===== config.mk =====
export PLATFORM = sky130hd
export DESIGN_NAME = mem_port_arbiter_flat
export DESIGN_NICKNAME = d
export VERILOG_FILES = /design/src/rtl/mem_port_arbiter_if.sv /design/src/rtl/mem_port_arbiter.sv /design/src/flat_wrapper.sv
export SDC_FILE = /design/constraint.sdc
export NUM_CORES = 1
export LEC_CHECK = 0
export CORE_ASPECT_RATIO = 0.5
export CORE_MARGIN = 1
export CORE_UTILIZATION = 40
export CTS_BUF_LIST = sky130_fd_sc_hd__clkbuf_4 sky130_fd_sc_hd__clkbuf_8 sky130_fd_sc_hd__clkbuf_16
export DETAILED_ROUTE_END_ITERATION = 6
export HOLD_SLACK_MARGIN = 0.1
export PLACE_DENSITY = 0.92
export SLEW_MARGIN = 20
export SYNTH_ARGS = -nofsm -noshare
export SYNTH_HDL_FRONTEND = slang
export SYNTH_SLANG_ARGS = --single-unit

===== constraint.sdc =====
create_clock -name clk -period 2.1 [get_ports clk]
set_clock_uncertainty 0.15 [all_clocks]
set_input_delay 0.63 -clock clk [delete_from_list [all_inputs] [get_ports clk]]
set_output_delay 0.63 -clock clk [all_outputs]
set_load 0.1 [all_outputs]

===== src/rtl/mem_port_arbiter_if.sv =====
// rtl/mem_port_arbiter_if.sv - requester and memory-side signal bundle for mem_port_arbiter
interface mem_port_arbiter_if;
    logic        m0_req;
    logic        m1_req;
    logic        m0_we;
    logic        m1_we;
    logic [31:0] m0_adr;
    logic [31:0] m1_adr;
    logic [31:0] m0_wdata;
    logic [31:0] m1_wdata;
    logic [31:0] m0_rdata;
    logic [31:0] m1_rdata;
    logic        m0_done;
    logic        m1_done;
    logic        mem_en;
    logic        mem_we;
    logic [31:0] mem_adr;
    logic [31:0] mem_wdata;
    logic [31:0] mem_rdata;
    logic        busy;

    modport slave (
        input  m0_req, m1_req, m0_we, m1_we, m0_adr, m1_adr, m0_wdata, m1_wdata, mem_rdata,
        output m0_rdata, m1_rdata, m0_done, m1_done, mem_en, mem_we, mem_adr, mem_wdata, busy
    );

    modport master (
        output m0_req, m1_req, m0_we, m1_we, m0_adr, m1_adr, m0_wdata, m1_wdata, mem_rdata,
        input  m0_rdata, m1_rdata, m0_done, m1_done, mem_en, mem_we, mem_adr, mem_wdata, busy
    );
endinterface


===== src/rtl/mem_port_arbiter.sv =====
// rtl/mem_port_arbiter.sv - two-port round-robin arbiter for a single fixed-latency memory port
module mem_port_arbiter #(
    parameter int RD_LAT = 2
) (
    input  logic             clk,
    input  logic             reset,
    mem_port_arbiter_if.slave bus
);

    localparam logic [1:0] IDLE   = 2'd0;
    localparam logic [1:0] ACCESS = 2'd1;
    localparam logic [1:0] WAIT   = 2'd2;
    localparam logic [1:0] RESP   = 2'd3;

    localparam logic [3:0] LAT4 = RD_LAT[3:0];

    logic [1:0]  state;
    logic        gnt;
    logic        we_q;
    logic [31:0] adr_q;
    logic [31:0] wdata_q;
    logic [3:0]  cnt;
    logic [31:0] rdata0;
    logic [31:0] rdata1;
    logic        gnt_next;

    // gnt doubles as the last-grant register: on a tie the other port wins
    always_comb begin
        gnt_next = bus.m1_req;
        if (bus.m0_req && bus.m1_req) begin
            gnt_next = ~gnt;
        end
    end

    always_ff @(posedge clk or negedge reset) begin
        if (!reset) begin
            state   <= IDLE;
            gnt     <= 1'b1;
            we_q    <= 1'b0;
            adr_q   <= 32'd0;
            wdata_q <= 32'd0;
            cnt     <= 4'd0;
            rdata0  <= 32'd0;
            rdata1  <= 32'd0;
        end else begin
            case (state)
                IDLE: begin
                    if (bus.m0_req || bus.m1_req) begin
                        gnt     <= gnt_next;
                        we_q    <= gnt_next ? bus.m1_we    : bus.m0_we;
                        adr_q   <= gnt_next ? bus.m1_adr   : bus.m0_adr;
                        wdata_q <= gnt_next ? bus.m1_wdata : bus.m0_wdata;
                        state   <= ACCESS;
                    end
                end
                ACCESS: begin
                    if (we_q) begin
                        state <= RESP;
                    end else begin
                        cnt   <= LAT4;
                        state <= WAIT;
                    end
                end
                WAIT: begin
                    cnt <= cnt - 4'd1;
                    if (cnt <= 4'd1) begin
                        if (gnt) begin
                            rdata1 <= bus.mem_rdata;
                        end else begin
                            rdata0 <= bus.mem_rdata;
                        end
                        state <= RESP;
                    end
                end
                default: begin
                    state <= IDLE;
                end
            endcase
        end
    end

    assign bus.mem_en    = (state == ACCESS);
    assign bus.mem_we    = (state == ACCESS) && we_q;
    assign bus.mem_adr   = adr_q;
    assign bus.mem_wdata = wdata_q;
    assign bus.m0_done   = (state == RESP) && !gnt;
    assign bus.m1_done   = (state == RESP) && gnt;
    assign bus.m0_rdata  = rdata0;
    assign bus.m1_rdata  = rdata1;
    assign bus.busy      = (state != IDLE);

endmodule


===== src/flat_wrapper.sv =====
// flat-port wrapper written by rule: the top's interface ports become plain ports
module mem_port_arbiter_flat 
#(
    parameter int RD_LAT = 2
)
  (clk, reset, bus_m0_req, bus_m1_req, bus_m0_we, bus_m1_we, bus_m0_adr, bus_m1_adr, bus_m0_wdata, bus_m1_wdata, bus_mem_rdata, bus_m0_rdata, bus_m1_rdata, bus_m0_done, bus_m1_done, bus_mem_en, bus_mem_we, bus_mem_adr, bus_mem_wdata, bus_busy);
  mem_port_arbiter_if bus_i ();
  input  logic clk;
  input  logic reset;
  input wire logic [$bits(bus_i.m0_req)-1:0] bus_m0_req;
  input wire logic [$bits(bus_i.m1_req)-1:0] bus_m1_req;
  input wire logic [$bits(bus_i.m0_we)-1:0] bus_m0_we;
  input wire logic [$bits(bus_i.m1_we)-1:0] bus_m1_we;
  input wire logic [$bits(bus_i.m0_adr)-1:0] bus_m0_adr;
  input wire logic [$bits(bus_i.m1_adr)-1:0] bus_m1_adr;
  input wire logic [$bits(bus_i.m0_wdata)-1:0] bus_m0_wdata;
  input wire logic [$bits(bus_i.m1_wdata)-1:0] bus_m1_wdata;
  input wire logic [$bits(bus_i.mem_rdata)-1:0] bus_mem_rdata;
  output wire logic [$bits(bus_i.m0_rdata)-1:0] bus_m0_rdata;
  output wire logic [$bits(bus_i.m1_rdata)-1:0] bus_m1_rdata;
  output wire logic [$bits(bus_i.m0_done)-1:0] bus_m0_done;
  output wire logic [$bits(bus_i.m1_done)-1:0] bus_m1_done;
  output wire logic [$bits(bus_i.mem_en)-1:0] bus_mem_en;
  output wire logic [$bits(bus_i.mem_we)-1:0] bus_mem_we;
  output wire logic [$bits(bus_i.mem_adr)-1:0] bus_mem_adr;
  output wire logic [$bits(bus_i.mem_wdata)-1:0] bus_mem_wdata;
  output wire logic [$bits(bus_i.busy)-1:0] bus_busy;
  assign bus_i.m0_req = bus_m0_req;
  assign bus_i.m1_req = bus_m1_req;
  assign bus_i.m0_we = bus_m0_we;
  assign bus_i.m1_we = bus_m1_we;
  assign bus_i.m0_adr = bus_m0_adr;
  assign bus_i.m1_adr = bus_m1_adr;
  assign bus_i.m0_wdata = bus_m0_wdata;
  assign bus_i.m1_wdata = bus_m1_wdata;
  assign bus_i.mem_rdata = bus_mem_rdata;
  assign bus_m0_rdata = bus_i.m0_rdata;
  assign bus_m1_rdata = bus_i.m1_rdata;
  assign bus_m0_done = bus_i.m0_done;
  assign bus_m1_done = bus_i.m1_done;
  assign bus_mem_en = bus_i.mem_en;
  assign bus_mem_we = bus_i.mem_we;
  assign bus_mem_adr = bus_i.mem_adr;
  assign bus_mem_wdata = bus_i.mem_wdata;
  assign bus_busy = bus_i.busy;
  mem_port_arbiter #(.RD_LAT(RD_LAT)) u_core (.clk(clk), .reset(reset), .bus(bus_i));
endmodule

==> metrics.csv, run 1 <==
metric,value,unit
synth_nets,636,
chipHeight,87.6,um
drt-vias-per-instance,4.96,
post-dp-hpwl,13700,um
start_util,0.421,
synthArstFlopShare,1.00,
ys.flop_type,dfrtp_1,
worst_pin_slew,0.555,ns
yosysWarnings,0,
clockBufferDepth,2,
hold_viol_final,0,
synth.top_cells.by_count,"dfrtp_1, nand2_1, mux2_2",
setup_viol,4,
io_pins,299,
status,"complete, but fails checks",
syn_area,5860,um^2
fp.dieArea,15200,um^2
worstPathMaxFanout,4,
violations,setup timing,
path_class,reg2out,
drc,0,
clk_latency,0.40,ns
cts_tree,built,
finalInstanceArea,11300,um^2
critical_path_required,1.32,ns
ys_top_cells_by_area,"dfrtp_1, mux2_2, mux2i_1, o21ai_0, nand2_1",
rows,30,
cpLargestDelayFamily,flip-flops,
synth_cells,464,
dpl_cell_area,10600,um^2
cts_inserted_buffers,17,
cp_cell_sequence,"ha_2, and2_2, buf_12",
synth_top_cell_by_area,dfrtp_1,
path_buf_inv,1,
slew_headroom,0.626,
die_w,173,um
maxCapViolCount,0,
grt_pass1_wl,28400,um
hold_path_class,reg2reg,
drive_gt1_frac,0.356,
fmax,453,MHz
avgSynthCellArea,12.6,um^2
yosysTopAreaCellShare,0.577,
hold_slack,0.390,ns
first_pass_iters,4,
setup_slack,-0.109,ns
port_buffers,298,
start_kind,register,
nets,956,
n_fill_cell,725,
fin_setup_tns,-0.387,ns
cpPeakStageDelay,0.46,ns
cp.arrival,1.43,ns
drt_iter0_drc,237,
overflow,0,
synth_most_common_cell,dfrtp_1,
cts_root_buf,clkbuf_16,
grtUsageTotal,0.243,
antenna_found_initial,0,
yosysSeqAreaShare,0.581,
crit_slowest_cell,dfrtp_2,
fin_crit,2.21,ns
instances_no_fill,989,
ant_nets,0,
wirelength,18600,um
grt_max_degree,73,
fin_crit_sh,1.05,
vias,4907,
coreArea,13900,um^2
gp_congestion,0.773,
synth_edf_count,0,
routedWlPerCell,18.8,um
final_max_slew_viol_count,0,
area_delta_synth_final,93.3,%
n_antenna_cell,0,
cp-end-kind,output pin,
numClockSinks,136,
placed_cells,945,
rsz0062_at_grt,yes,
synth_cell_type_count,28,
ys_ff_latch,136,
h-tree-depth,4,
path_clk_slew,0.06,ns
grt_pass1_vias,5340,
==> layout by cell type (no fill, tap or decap), types with 2 or more instances in the layout <==
| cell type | n |
|---|---|
| nor2_1 | 2 |
| dfrtp_1 | 134 |
| clkinvlp_4 | 4 |
| mux2i_1 | 65 |
| clkbuf_16 | 19 |
| ha_4 | 5 |
| clkdlybuf4s50_1 | 163 |
| inv_4 | 2 |
| mux2_1 | 2 |
| buf_12 | 144 |
| o21ai_0 | 57 |
| o21ai_1 | 9 |
| a22o_1 | 3 |
| inv_6 | 5 |
| mux2_2 | 66 |
| inv_2 | 2 |
| clkinv_4 | 3 |
| nand2_1 | 67 |
| buf_4 | 17 |
| a21oi_1 | 4 |
==> state kept, by name, summed over array words and instances, names as in the netlist <==
name,cells
u_core.bus.m0_rdata,32
u_core.bus.m1_rdata,32
u_core.bus.mem_adr,32
u_core.bus.mem_wdata,32
u_core.cnt,4
u_core.gnt,1
u_core.state,2
u_core.we_q,1
==> worst min-delay path, stage by stage (launching register included) <==
cell and delay [ns]:
dfrtp_1 0.39, nand2_1 0.06, o21ai_0 0.06
==> routing by layer <==
metal,track usage,up-vias,wire length [um]
met3,0.0538,45,775
met4,0.107,0,591
li1,-,2265,-
met2,0.470,170,10200
met1,0.263,2427,6980
met5,0,-,0
==> cell type report <==
cell class	instances	area (um^2)	share of cell area
multi-input combinational	294	2340	0.207
clock inverter	14	139	0.0123
sequential	136	3410	0.301
inverter	6	31.3	0.00276
tap	192	240	0.0212
timing repair buffer	329	4730	0.417
clock buffer	18	433	0.0382
==> logic make-up (layout without fill, tap and decap cells) <==
kind of cell | Yosys count | count (layout) | share of synthesized area
and+or+nand+nor | 76 | 76 | 0.0530
DFF | 136 | 136 | 0.581
AOI/OAI and AO/OA | 79 | 79 | 0.0731
muxes | 133 | 133 | 0.242
adders and majority gates | 6 | 6 | 0.0128
buffers and inverters | 34 | 367 | 0.0380
==> final timing paths <==
check	cells after the start	startpoint	end	slack, ns
setup / recovery	3	u_core.state[0]$_DFFE_PN0P_	bus_m1_done	-0.11
hold / removal	2	u_core.bus.mem_adr[10]$_DFFE_PN0P_	u_core.bus.mem_adr[10]$_DFFE_PN0P_	0.39
setup reg to reg	7	u_core.cnt[1]$_DFFE_PN0P_	u_core.bus.m0_rdata[10]$_DFFE_PN0P_	0.08
hold reg to reg	2	u_core.bus.mem_adr[10]$_DFFE_PN0P_	u_core.bus.mem_adr[10]$_DFFE_PN0P_	0.39
max in group asynchronous	3	reset	u_core.bus.m1_rdata[2]$_DFFE_PN0P_	0.67
min in group asynchronous	2	reset	u_core.bus.mem_adr[14]$_DFFE_PN0P_	0.57
==> stage by stage <==
stage	setup slack (ns)	util
final	-0.109	0.813
after global routing	-0.167	0.813
after CTS	-0.0947	0.805
after detailed placement	-0.355	0.758
after global placement	-0.247	0.758
after floorplan	-0.0863	-
==> what timing repair did <==
item | CTS | global route
pin swaps | 1 | 2
hold endpoints to repair | 38 | 0
gates cloned | 0 | 2
hold buffers | 1 | 0
buffers inserted | 8 | 1
resized for setup | 8 | 11
setup endpoints to repair | 6 | 53
Power of run 1 is left out: the tool's default activity adds up to more than one toggle a clock period on the data nets, which glitch-free logic cannot reach.
==> run 2: changes to the inputs <==
--- a/config.mk
+++ b/config.mk
@@ -5,13 +5,14 @@
 export SDC_FILE = /design/constraint.sdc
 export NUM_CORES = 1
 export LEC_CHECK = 0
+export ABC_CLOCK_PERIOD_IN_PS = 2600
 export CORE_ASPECT_RATIO = 0.5
 export CORE_MARGIN = 1
-export CORE_UTILIZATION = 40
+export CORE_UTILIZATION = 43
 export CTS_BUF_LIST = sky130_fd_sc_hd__clkbuf_4 sky130_fd_sc_hd__clkbuf_8 sky130_fd_sc_hd__clkbuf_16
 export DETAILED_ROUTE_END_ITERATION = 6
 export HOLD_SLACK_MARGIN = 0.1
-export PLACE_DENSITY = 0.92
+export PLACE_DENSITY = 0.95
 export SLEW_MARGIN = 20
 export SYNTH_ARGS = -nofsm -noshare
 export SYNTH_HDL_FRONTEND = slang
==> constraint.sdc (replaced) <==
create_clock -name clk -period 2.6 [get_ports clk]
set_clock_uncertainty 0.15 [all_clocks]
set_input_delay 0.78 -clock clk [delete_from_list [all_inputs] [get_ports clk]]
set_output_delay 0.78 -clock clk [all_outputs]
set_load 0.1 [all_outputs]
==> metrics.csv, run 2 (synthesis gave the netlist of run 1 again) <==
metric,value,unit
die_w,167,um
wirelength,16800,um
setup_slack,0.0779,ns
critical_path_required,1.67,ns
start_kind,register,
setup_viol,0,
final_max_slew_viol_count,0,
fp.dieArea,14100,um^2
gp_congestion,0.814,
post-dp-hpwl,12400,um
cts_root_buf,clkbuf_16,
grt_max_degree,72,
overflow,0,
coreArea,13000,um^2
path_clk_slew,0.06,ns
hold_viol_final,0,
area_delta_synth_final,60.7,%
cp.arrival,1.59,ns
fin_crit,2.52,ns
maxCapViolCount,0,
first_pass_iters,6,
n_antenna_cell,0,
cts_inserted_buffers,17,
nets,940,
fin_setup_tns,0,ns
r2r_setup_slack,0.30,ns
fin_crit_sh,0.970,
cts_tree,built,
rows,29,
port_buffers,298,
antenna_found_initial,0,
ant_nets,0,
h-tree-depth,4,
drt_iter0_drc,180,
cpPeakStageDelay,0.44,ns
io_pins,299,
hold_path_class,in2async,
numClockSinks,136,
path_common_cell,inv_1,
routedWlPerCell,17.7,um
instances_no_fill,951,
crit_slowest_cell,dfrtp_1,
grt_pass1_vias,5122,
start_util,0.452,
regToRegStartpoint,u_core.state[0]$_DFFE_PN0P_,
drt-vias-per-instance,4.99,
fmax,396,MHz
clockBufferDepth,2,
placed_cells,919,
status,"finished, final reports clean",
reg2reg_to,u_core.bus.m0_rdata[16]$_DFFE_PN0P_,
worst_pin_slew,0.661,ns
chipHeight,84.5,um
path_class,reg2out,
holdBufCountCts,0,
drc,0,
drive_gt1_frac,0.329,
rr_worst_depth,5,
grtUsageTotal,0.239,
preCtsSetupSlack,0.143,ns
worstPathMaxFanout,6,
final_common_cell,clkdlybuf4s50_1,
cp_cell_sequence,"inv_1, ha_1, inv_1, buf_12",
slew_headroom,0.555,
grt_pass1_wl,26100,um
vias,4747,
clk_latency,0.40,ns
cp-end-kind,output pin,
final_cell_mix,"clkdlybuf4s50_1, buf_4, dfrtp_1",
[run 2: changes by cell type in the layout (fill, tap and decap cells not counted), moves of 4 or more]
cell    before  now
buf_12     144   10
buf_4       17  138
ha_1         0    5
ha_4         5    1
inv_1        1    5
[run 2: metrics by stage]
stage	area, um^2	utilization	hold slack (ns)
2_1_floorplan	5860	-	0.334
3_3_place_gp	8800	0.679	0.314
3_5_place_dp	8800	0.679	0.322
4_1_cts	9400	0.726	0.192
5_1_grt	9410	0.727	0.193
6_report	9410	0.727	0.179
[run 2: critical path, delay by kind of cell, from the launching register on]
family | cells | cell delay, ns
flops | 1 | 0.44
buf+inv | 3 | 0.43
fa+ha+maj | 1 | 0.32
[run 2: repair_timing]
| item | 4_1_cts | 5_1_grt |
|---|---|---|
| setup endpoints to repair | 0 | 1 |
| buffers inserted | 0 | 0 |
| gates resized for setup | 0 | 2 |
[run 2: how the worst max path moves through the flow]
stage / from / slack [ns] / to
after CTS: u_core.state[1]$_DFFE_PN0P_ / 0.03 / bus_mem_we
final: u_core.state[0]$_DFFE_PN0P_ / 0.08 / bus_busy
after global placement: bus_m1_req / 0.18 / u_core.bus.mem_adr[23]$_DFFE_PN0P_
after floorplan: u_core.state[1]$_DFFE_PN0P_ / -0.17 / bus_mem_we
after global routing: u_core.state[0]$_DFFE_PN0P_ / -0.03 / bus_busy
after detailed placement: bus_m1_req / 0.14 / u_core.bus.mem_wdata[30]$_DFFE_PN0P_
[run 2: per-layer routing]
| layer | track usage | up-vias | share of wire |
|---|---|---|---|
| met1 | 0.266 | 2311 | 0.39 |
| met4 | 0.103 | 0 | 0.035 |
| met3 | 0.0599 | 47 | 0.041 |
| li1 | - | 2233 | - |
| met2 | 0.438 | 156 | 0.54 |
| met5 | 0 | - | 0 |
[run 2: final cells by class]
type | count | area (um^2)
clock inverters | 14 | 171
fillers | 871 | 3540
multi-input cells | 294 | 2280
well taps | 170 | 213
repair buffers | 313 | 2890
clock buffers | 18 | 433
inverters | 6 | 22.5
flip-flops and latches | 136 | 3400
Power of run 2 is left out for the same reason.
